[src/rtl/execute_in_skid.sv]
// execute_in_skid: two-entry skid buffer in front of the execute stage.
// Operands are resolved against the bypass network when an instruction is
// accepted. Entries then leave strictly in order through a main register,
// with one skid register behind it. in_ready comes only from state, so the
// upstream handshake does not depend combinationally on out_ready.
module execute_in_skid #(
  parameter int DATA_W  = 16,
  parameter int E_W     = 6,
  parameter int WC_W    = 2,
  parameter int NUM_BYP = 2
) (
  input  logic                      clock,
  input  logic                      reset,
  input  logic                      in_valid,
  output logic                      in_ready,
  input  logic [DATA_W-1:0]         IR,
  input  logic [DATA_W-1:0]         npc_in,
  input  logic [E_W-1:0]            E_control,
  input  logic                      Mem_Control_in,
  input  logic [WC_W-1:0]           W_Control_in,
  input  logic [DATA_W-1:0]         VSR1,
  input  logic [DATA_W-1:0]         VSR2,
  input  logic [NUM_BYP-1:0]        byp_sel1,
  input  logic [NUM_BYP-1:0]        byp_sel2,
  input  logic [NUM_BYP*DATA_W-1:0] byp_val,
  input  logic                      flush,
  output logic                      out_valid,
  input  logic                      out_ready,
  output logic [DATA_W-1:0]         out_IR,
  output logic [DATA_W-1:0]         out_npc,
  output logic [DATA_W-1:0]         out_op1,
  output logic [DATA_W-1:0]         out_op2,
  output logic [E_W-1:0]            out_E_control,
  output logic                      out_Mem_Control,
  output logic [WC_W-1:0]           out_W_Control,
  output logic [1:0]                occupancy
);

  typedef enum logic [1:0] {
    EMPTY = 2'd0,
    ONE   = 2'd1,
    FULL  = 2'd2
  } state_t;

  typedef struct packed {
    logic [DATA_W-1:0] ir;
    logic [DATA_W-1:0] npc;
    logic [E_W-1:0]    e_ctl;
    logic              mem_ctl;
    logic [WC_W-1:0]   w_ctl;
    logic [DATA_W-1:0] op1;
    logic [DATA_W-1:0] op2;
  } entry_t;

  state_t state_q, state_d;
  entry_t main_q, main_d;
  entry_t skid_q, skid_d;
  entry_t new_entry;

  logic [DATA_W-1:0] op1_res, op2_res;
  logic              accept, take;

  assign in_ready  = (state_q != FULL);
  assign out_valid = (state_q != EMPTY);
  assign occupancy = state_q;
  assign accept    = in_valid && in_ready;
  assign take      = out_valid && out_ready;

  // Bypass resolution: scan high to low so the lowest-index request wins.
  always_comb begin
    // NOTE: every always_comb target gets a default first; otherwise a path
    // that skips the assignment infers a latch.
    op1_res = VSR1;
    op2_res = VSR2;
    for (int k = NUM_BYP - 1; k >= 0; k--) begin
      if (byp_sel1[k]) op1_res = byp_val[k*DATA_W +: DATA_W];
      if (byp_sel2[k]) op2_res = byp_val[k*DATA_W +: DATA_W];
    end
  end

  // Entry captured from the inputs at accept time.
  always_comb begin
    new_entry.ir      = IR;
    new_entry.npc     = npc_in;
    new_entry.e_ctl   = E_control;
    new_entry.mem_ctl = Mem_Control_in;
    new_entry.w_ctl   = W_Control_in;
    new_entry.op1     = op1_res;
    new_entry.op2     = op2_res;
  end

  // Next-state and storage steering for the EMPTY/ONE/FULL buffer.
  always_comb begin
    state_d = state_q;
    main_d  = main_q;
    skid_d  = skid_q;
    unique case (state_q)
      EMPTY: begin
        if (accept) begin
          main_d  = new_entry;
          state_d = ONE;
        end
      end
      ONE: begin
        if (accept && !take) begin
          skid_d  = new_entry;
          state_d = FULL;
        end else if (take && !accept) begin
          state_d = EMPTY;
        end else if (take && accept) begin
          main_d  = new_entry;
        end
      end
      FULL: begin
        if (take) begin
          main_d  = skid_q;
          state_d = ONE;
        end
      end
      default: state_d = EMPTY;
    endcase
    // Flush overrides every transition. Data registers keep their old
    // contents because output data carries no meaning while out_valid is 0.
    if (flush) begin
      state_d = EMPTY;
      main_d  = main_q;
      skid_d  = skid_q;
    end
  end

  // State and storage registers with synchronous active-low reset.
  always_ff @(posedge clock) begin
    // NOTE: sequential state uses non-blocking assignments so every register
    // samples its pre-edge value, independent of statement order.
    if (!reset) begin
      state_q <= EMPTY;
      // NOTE: the data registers are cleared as well, because the outputs
      // must read 0 after reset. Without that, they could be left unreset.
      main_q  <= '0;
      skid_q  <= '0;
    end else begin
      state_q <= state_d;
      main_q  <= main_d;
      skid_q  <= skid_d;
    end
  end

  assign out_IR          = main_q.ir;
  assign out_npc         = main_q.npc;
  assign out_E_control   = main_q.e_ctl;
  assign out_Mem_Control = main_q.mem_ctl;
  assign out_W_Control   = main_q.w_ctl;
  assign out_op1         = main_q.op1;
  assign out_op2         = main_q.op2;

endmodule

[config.mk]
export PLATFORM = sky130hd
export DESIGN_NAME = execute_in_skid
export DESIGN_NICKNAME = d
export VERILOG_FILES = /design/src/rtl/execute_in_skid.sv
export SDC_FILE = /design/constraint.sdc
export NUM_CORES = 1
export LEC_CHECK = 0
export ABC_AREA = 1
export CAP_MARGIN = 10
export CORE_ASPECT_RATIO = 2
export CORE_UTILIZATION = 51
export CTS_BUF_LIST = sky130_fd_sc_hd__clkbuf_8
export DETAILED_ROUTE_END_ITERATION = 16
export PLACE_DENSITY_LB_ADDON = 0.2
export SYNTH_ARGS = -nofsm -noshare
export SYNTH_HDL_FRONTEND = slang
export SYNTH_SLANG_ARGS = --single-unit
export TNS_END_PERCENT = 5
[constraint.sdc]
create_clock -name clock -period 1.8 [get_ports clock]
set_input_delay 0.36 -clock clock [delete_from_list [all_inputs] [get_ports clock]]
set_output_delay 0.36 -clock clock [all_outputs]
set_load 0.005 [all_outputs]
==> metrics.txt, run 1 <==
# TYPE chip_impl_metric gauge
chip_impl_info{name="status",value="finished clean"} 1
chip_impl_metric{name="totalNegativeSetupSlack",unit="ns"} 0
chip_impl_info{name="clock_tree.root_cell",value="sky130_fd_sc_hd__clkbuf_8"} 1
chip_impl_metric{name="cts_buffers",unit=""} 17
chip_impl_metric{name="final_number_of_hold_violating_endpoints",unit=""} 0
chip_impl_metric{name="final_stage_net_count",unit=""} 1491
chip_impl_metric{name="io_pins",unit=""} 191
chip_impl_metric{name="gpl.final_weighted_congestion",unit=""} 1.03
chip_impl_metric{name="synth.net_count",unit=""} 1319
chip_impl_metric{name="arrival_worst_endpoint",unit="ns"} 1.39
chip_impl_metric{name="die_height",unit="µm"} 171
chip_impl_metric{name="layout-drive-gt1-share",unit="%"} 5.68
chip_impl_info{name="critical_path.cell_chain",value="clkdlybuf4s50_1"} 1
chip_impl_metric{name="via_count",unit=""} 7729
chip_impl_metric{name="vias_in_the_first_global_route",unit=""} 7047
chip_impl_metric{name="cts.hold.buffers_added",unit=""} 0
chip_impl_metric{name="grt_max_degree",unit=""} 58
chip_impl_metric{name="drt_iter0_drc",unit=""} 246
chip_impl_metric{name="route.final.wire_length",unit="mm"} 20.8
chip_impl_metric{name="worst-path-buf-inv",unit=""} 1
chip_impl_metric{name="timing.clock.skew",unit="ns"} 0.0143
chip_impl_metric{name="cpPeakStageDelay",unit="ns"} 0.60
chip_impl_info{name="worst-setup-path-type",value="reg2out"} 1
chip_impl_metric{name="yosysSeqAreaShare",unit="%"} 40.9
chip_impl_metric{name="synthesized_netlist_cell_count",unit=""} 1205
chip_impl_metric{name="p_per_area",unit="nW/µm²"} 780
chip_impl_metric{name="leakage",unit="nW"} 4.74
chip_impl_metric{name="post_syn_area",unit="µm²"} 7250
chip_impl_info{name="hold_path.class",value="in2reg"} 1
chip_impl_info{name="dominant_combinational_cell_family_by_area_after_synthesis",value="simple AND/OR/NAND/NOR gates"} 1
chip_impl_metric{name="clockBufferDepth",unit=""} 2
chip_impl_metric{name="diodes",unit=""} 0
chip_impl_metric{name="synthesis.area_per_instance",unit="µm²"} 6.02
chip_impl_metric{name="fin_crit",unit="ns"} 1.75
chip_impl_metric{name="worst_slew_margin_rel",unit="%"} 69.2
chip_impl_metric{name="groute.usage.overall",unit="%"} 29.4
chip_impl_metric{name="die_width",unit="µm"} 86.3
chip_impl_metric{name="drc_errors",unit=""} 0
chip_impl_metric{name="initial_antenna_violation_count",unit=""} 0
chip_impl_metric{name="clock_sinks",unit=""} 148
chip_impl_metric{name="synthToLayoutAreaGrowth",unit="%"} 36.4
chip_impl_metric{name="hpwl_dp",unit="mm"} 15.3
chip_impl_metric{name="antenna_violating_nets_post_route",unit=""} 0
chip_impl_metric{name="synth-compound-area-share",unit="%"} 7.69
chip_impl_metric{name="floorplan.die_area",unit="µm²"} 14700
chip_impl_metric{name="maxSlewViolCount",unit=""} 0
chip_impl_metric{name="pre_cts_slack",unit="ns"} -0.114
chip_impl_metric{name="vdd_drop_max",unit="mV"} 0.498
chip_impl_info{name="slowest_stage_cell_on_the_critical_path",value="sky130_fd_sc_hd__clkdlybuf4s50_1"} 1
chip_impl_metric{name="finalWorstSetupSlack",unit="ns"} 0.0458
chip_impl_info{name="timing.critical_path.to_type",value="primary output"} 1
chip_impl_metric{name="placementRows",unit=""} 61
chip_impl_metric{name="synth.mux.area_fraction",unit="%"} 0
chip_impl_metric{name="critical_path_depth",unit=""} 1
chip_impl_metric{name="yosys.cell_types.count",unit=""} 19
chip_impl_metric{name="clk_latency",unit="ns"} 0.47
chip_impl_metric{name="worstPathRequired",unit="ns"} 1.44
chip_impl_metric{name="route.detailed.wl_per_inst",unit="µm"} 13.2
chip_impl_metric{name="yosys_register_bits",unit=""} 148
chip_impl_metric{name="synthXorXnorAreaFrac",unit="%"} 0
chip_impl_metric{name="cts_htree_levels",unit=""} 4
chip_impl_metric{name="maxClockFrequency",unit="MHz"} 570
chip_impl_metric{name="floorplan.initialDensity",unit="%"} 52.2
chip_impl_metric{name="clk_transition_reported_paths",unit="ns"} 0.08
chip_impl_metric{name="grt-ovfl-total",unit=""} 0
chip_impl_metric{name="grt_pass1_wl",unit="mm"} 33.5
chip_impl_metric{name="report.final.setup_viol",unit=""} 0
chip_impl_metric{name="dr.pass1.iters",unit=""} 6
chip_impl_info{name="tritoncts",value="yes"} 1
chip_impl_metric{name="synth_area_in_simple_gates",unit="%"} 41.6
chip_impl_metric{name="worst_hold_path.num_cells",unit=""} 3
chip_impl_metric{name="synth_fa_ha_area_share",unit="%"} 0
chip_impl_metric{name="reg2regPathDepth",unit=""} 10
chip_impl_metric{name="cap_violations",unit=""} 0
chip_impl_info{name="critical_path.startpoint_type",value="flop"} 1
chip_impl_metric{name="layout_worst_path_cycle_share",unit="%"} 97.5
chip_impl_metric{name="avgViaCountPerCell",unit=""} 4.89
chip_impl_metric{name="core_region_area",unit="µm²"} 13900
chip_impl_metric{name="yosysWarnings",unit=""} 0
chip_impl_info{name="setup_repair_after_global_routing_missed_its_margin",value="false"} 1
chip_impl_metric{name="cp_max_fo",unit=""} 2
chip_impl_metric{name="worst-slew-pin-transition",unit="ns"} 0.463
chip_impl_info{name="critical-path-top-delay-family",value="buffers and inverters"} 1
chip_impl_metric{name="numPortBuffers",unit=""} 190
chip_impl_metric{name="finalHoldWorstSlack",unit="ns"} 0.254
layout by cell type (no fill, tap or decap), drive strengths merged:
cell type,netlist,routed
bufinv,0,2
nand3,67,67
a211oi,1,1
a21oi,35,35
nor2,265,265
clkinv,0,2
o21ai,75,75
buf,47,35
inv,101,108
dfxtp,148,148
dlygate4sd2,0,4
clkbuf,24,18
clkinvlp,0,3
nand2,442,442
clkdlybuf4s50,0,185
Yosys cell counts, drive strengths merged:
| cell type | n | area [µm²] |
|---|---|---|
| inv | 101 | 379 |
| nand2 | 442 | 1660 |
| a21oi | 35 | 175 |
| nand3 | 67 | 345 |
| o21ai | 75 | 375 |
| dfxtp | 148 | 2960 |
| nor2 | 265 | 1010 |
| clkbuf | 24 | 93.8 |
| buf | 47 | 239 |
| a211oi | 1 | 7.51 |
power by group:
part           internal, mW  switching, mW
clock network          1.31           1.40
logic                 0.751          0.703
registers              3.45         0.0947
total                  5.51           2.20
tightest hold or removal path, delay by kind of cell:
kind / cells / cell delay [ns]
simple gates: 2 / 0.12
buf+inv: 1 / 0.19
registers in the layout, summed over array words and instances, names as in the netlist:
| name | cells |
|---|---|
| skid_q | 73 |
| out_IR | 16 |
| out_npc | 16 |
| out_op1 | 16 |
| out_op2 | 16 |
| out_E_control | 6 |
| occupancy | 2 |
| out_W_Control | 2 |
| out_Mem_Control | 1 |
per-stage QoR:
step / instances / power [mW] / utilization [%] / cell area [µm²]
6_report: 1579 / 7.71 / 71.2 / 9890
3_5_place_dp: 1546 / 5.08 / 68.0 / 9440
2_1_floorplan: 1205 / 4.30 / - / 7250
4_1_cts: 1579 / 7.77 / 71.2 / 9890
5_1_grt: 1579 / 8.08 / 71.2 / 9890
3_3_place_gp: 1546 / 5.06 / 68.0 / 9440
area by class of cell:
| class | count | area, µm² |
|---|---|---|
| flip-flops and latches | 148 | 2970 |
| multi-input cells | 885 | 3590 |
| clock inverters | 14 | 166 |
| fillers | 1269 | 4000 |
| inverters | 101 | 379 |
| repair buffers | 224 | 2300 |
| clock buffers | 18 | 248 |
| well taps | 189 | 236 |
kinds of logic (layout without fill, tap and decap cells):
logic type	count (synthesis)	after routing
AOI/OAI and AO/OA	111	111
and+or+nand+nor	774	774
buffers and inverters	172	357
DFF	148	148
worst paths after layout:
check,start,endpoint,slack [ns]
worst max-delay path,out_op1[14],out_op1[14],0.05
worst min-delay path,reset,out_IR[13],0.25
worst max register to register,occupancy[0],out_W_Control[0],0.26
worst min register to register,out_npc[5],out_npc[5],0.48
timing repair:
action,in CTS,in global routing
endpoints found under the setup margin,4,0
resized for setup,9,0
buffers inserted,1,0
routing by layer:
metal	up-vias	routed length (µm)	GRT usage, %
met5	-	0	0
met4	0	1250	20.3
met3	60	913	4.05
met2	256	11000	54.6
met1	3420	7650	29.4
li1	3993	-	-
Power figures use the tool's default switching activity.
==> run 2: changes to the inputs <==
--- a/config.mk
+++ b/config.mk
@@ -11,8 +11,7 @@
 export CORE_UTILIZATION = 51
 export CTS_BUF_LIST = sky130_fd_sc_hd__clkbuf_8
 export DETAILED_ROUTE_END_ITERATION = 16
-export PLACE_DENSITY_LB_ADDON = 0.2
+export PLACE_DENSITY_LB_ADDON = 0.15
 export SYNTH_ARGS = -nofsm -noshare
 export SYNTH_HDL_FRONTEND = slang
 export SYNTH_SLANG_ARGS = --single-unit
-export TNS_END_PERCENT = 5
==> metrics.txt, run 2 (same netlist as run 1, synthesis figures left out) <==
# TYPE chip_impl_metric gauge
chip_impl_metric{name="place_area",unit="µm²"} 9590
chip_impl_info{name="slowest_stage_cell_on_the_critical_path",value="sky130_fd_sc_hd__clkdlybuf4s50_1"} 1
chip_impl_info{name="critical_path.startpoint_type",value="flop"} 1
chip_impl_metric{name="clockBufferDepth",unit=""} 2
chip_impl_info{name="layout_common_cells",value="sky130_fd_sc_hd__nand2_1, sky130_fd_sc_hd__nor2_1, sky130_fd_sc_hd__clkdlybuf4s50_1"} 1
chip_impl_metric{name="fin_crit",unit="ns"} 1.72
chip_impl_metric{name="placementRows",unit=""} 61
chip_impl_metric{name="groute.usage.overall",unit="%"} 30.3
chip_impl_info{name="hold_path.class",value="in2reg"} 1
chip_impl_metric{name="grt_pass1_wl",unit="mm"} 34.6
chip_impl_info{name="critical_path.cell_chain",value="clkdlybuf4s50_1"} 1
chip_impl_metric{name="grt_max_degree",unit=""} 49
chip_impl_metric{name="vias_in_the_first_global_route",unit=""} 7311
chip_impl_metric{name="synthToLayoutAreaGrowth",unit="%"} 37.6
chip_impl_metric{name="floorplan.initialDensity",unit="%"} 52.2
chip_impl_metric{name="pre_cts_slack",unit="ns"} -0.111
chip_impl_metric{name="initial_antenna_violation_count",unit=""} 0
chip_impl_metric{name="worst-path-buf-inv",unit=""} 1
chip_impl_metric{name="timing.clock.skew",unit="ns"} 0.0151
chip_impl_info{name="tritoncts",value="yes"} 1
chip_impl_metric{name="num-fill-cells",unit=""} 1267
chip_impl_metric{name="cpPeakStageDelay",unit="ns"} 0.58
chip_impl_metric{name="clock_sinks",unit=""} 148
chip_impl_metric{name="leakage",unit="nW"} 4.82
chip_impl_metric{name="io_pins",unit=""} 191
chip_impl_metric{name="worstPathRequired",unit="ns"} 1.44
chip_impl_metric{name="die_width",unit="µm"} 86.3
chip_impl_metric{name="ff_latch_area",unit="µm²"} 2970
chip_impl_metric{name="layout-drive-gt1-share",unit="%"} 6.69
chip_impl_metric{name="floorplan.die_area",unit="µm²"} 14700
chip_impl_metric{name="cts_buffers",unit=""} 17
chip_impl_metric{name="finalInstanceArea",unit="µm²"} 9980
chip_impl_metric{name="overall_power_after_layout",unit="mW"} 7.46
chip_impl_info{name="setup_repair_after_global_routing_missed_its_margin",value="false"} 1
chip_impl_metric{name="core_region_area",unit="µm²"} 13900
chip_impl_info{name="timing.critical_path.to_type",value="primary output"} 1
chip_impl_metric{name="finalHoldWorstSlack",unit="ns"} 0.312
chip_impl_metric{name="p_per_area",unit="nW/µm²"} 748
chip_impl_metric{name="final_number_of_hold_violating_endpoints",unit=""} 0
chip_impl_metric{name="maxClockFrequency",unit="MHz"} 582
chip_impl_metric{name="via_count",unit=""} 7783
chip_impl_info{name="regMostFlops",value="skid_q"} 1
chip_impl_metric{name="worst_slew_margin_rel",unit="%"} 68.5
chip_impl_metric{name="grt-ovfl-total",unit=""} 0
chip_impl_metric{name="maxSlewViolCount",unit=""} 0
chip_impl_metric{name="cap_violations",unit=""} 0
chip_impl_metric{name="avgViaCountPerCell",unit=""} 4.88
chip_impl_metric{name="worst-slew-pin-transition",unit="ns"} 0.472
chip_impl_info{name="critical-path-top-delay-family",value="buffers and inverters"} 1
chip_impl_metric{name="drc_errors",unit=""} 0
chip_impl_metric{name="route.final.wire_length",unit="mm"} 21.4
chip_impl_metric{name="diodes",unit=""} 0
chip_impl_info{name="status",value="finished clean"} 1
chip_impl_metric{name="cp_max_fo",unit=""} 2
chip_impl_metric{name="clk_latency",unit="ns"} 0.45
chip_impl_info{name="clock_tree.root_cell",value="sky130_fd_sc_hd__clkbuf_8"} 1
chip_impl_metric{name="vdd_drop_max",unit="mV"} 0.456
chip_impl_metric{name="cts.hold.buffers_added",unit=""} 0
chip_impl_metric{name="numPortBuffers",unit=""} 190
chip_impl_metric{name="cts_htree_levels",unit=""} 4
chip_impl_metric{name="clk_transition_reported_paths",unit="ns"} 0.08
chip_impl_metric{name="largest_reg_flops",unit=""} 73
chip_impl_metric{name="layout_worst_path_cycle_share",unit="%"} 95.4
chip_impl_metric{name="route.detailed.wl_per_inst",unit="µm"} 13.4
chip_impl_metric{name="dr.pass1.iters",unit=""} 5
chip_impl_metric{name="die_height",unit="µm"} 171
chip_impl_info{name="final_common_cell",value="sky130_fd_sc_hd__nand2_1"} 1
chip_impl_metric{name="gpl.final_weighted_congestion",unit=""} 0.909
chip_impl_metric{name="drt_iter0_drc",unit=""} 267
chip_impl_metric{name="finalWorstSetupSlack",unit="ns"} 0.0827
chip_impl_metric{name="final_stage_net_count",unit=""} 1506
chip_impl_metric{name="hpwl_dp",unit="mm"} 15.8
chip_impl_info{name="worst-setup-path-type",value="reg2out"} 1
chip_impl_metric{name="totalNegativeSetupSlack",unit="ns"} 0
chip_impl_metric{name="report.final.setup_viol",unit=""} 0
chip_impl_metric{name="arrival_worst_endpoint",unit="ns"} 1.36
chip_impl_metric{name="antenna_violating_nets_post_route",unit=""} 0
chip_impl_metric{name="multi_input_comb_area",unit="µm²"} 3590
-- run 2: changes by cell type in the layout (fill, tap and decap cells not counted), sizes merged --
cell          previous run  this run
buf                     35        50
bufinv                   2         0
clkinv                   2         6
dlymetal6s2s             0         1
inv                    108       107
clkinvlp                 3         2
dlygate4sd2              4         3
-- run 2: stage by stage --
| step | instances | util, % |
|---|---|---|
| 2_1_floorplan | 1205 | - |
| 3_3_place_gp | 1561 | 69.0 |
| 3_5_place_dp | 1561 | 69.0 |
| 4_1_cts | 1594 | 71.8 |
| 5_1_grt | 1594 | 71.9 |
| 6_report | 1594 | 71.9 |
-- run 2: worst paths after layout --
path / from / to / cells after the start / slack, ns
max: out_op1[14] / out_op1[14] / 1 / 0.08
min: reset / out_npc[11] / 3 / 0.31
max reg2reg: occupancy[0] / out_W_Control[0] / 10 / 0.22
min reg2reg: out_npc[14] / out_npc[14] / 2 / 0.49
-- run 2: final cells by class --
cell class              instances  share of cell area, %
flip-flops and latches        148                   29.7
well taps                     189                   2.37
repair buffers                239                   24.5
inverters                     101                   3.80
multi-input cells             885                   36.0
clock buffers                  18                   2.48
clock inverters                14                   1.18
-- run 2: per-layer routing --
metal	wire length (µm)	vias to the layer above	share of wire (%)	track usage [%]
li1	-	4028	-	-
met1	7800	3434	36	30.8
met2	11500	267	54	57.1
met3	942	54	4.4	4.29
met4	1140	0	5.3	18.0
met5	0	-	0	0
-- run 2: power by group --
group          total (mW)  internal [mW]  switching [mW]  leakage, nW
sequential           3.55           3.45          0.0933         1.21
combinational        1.50          0.788           0.714         3.42
clock                2.42           1.03            1.39        0.184
-- run 2: timing repair --
item	CTS	global route
resized for setup	8	1
pin swaps	1	0
endpoints found under the setup margin	4	1
setup buffers	1	0
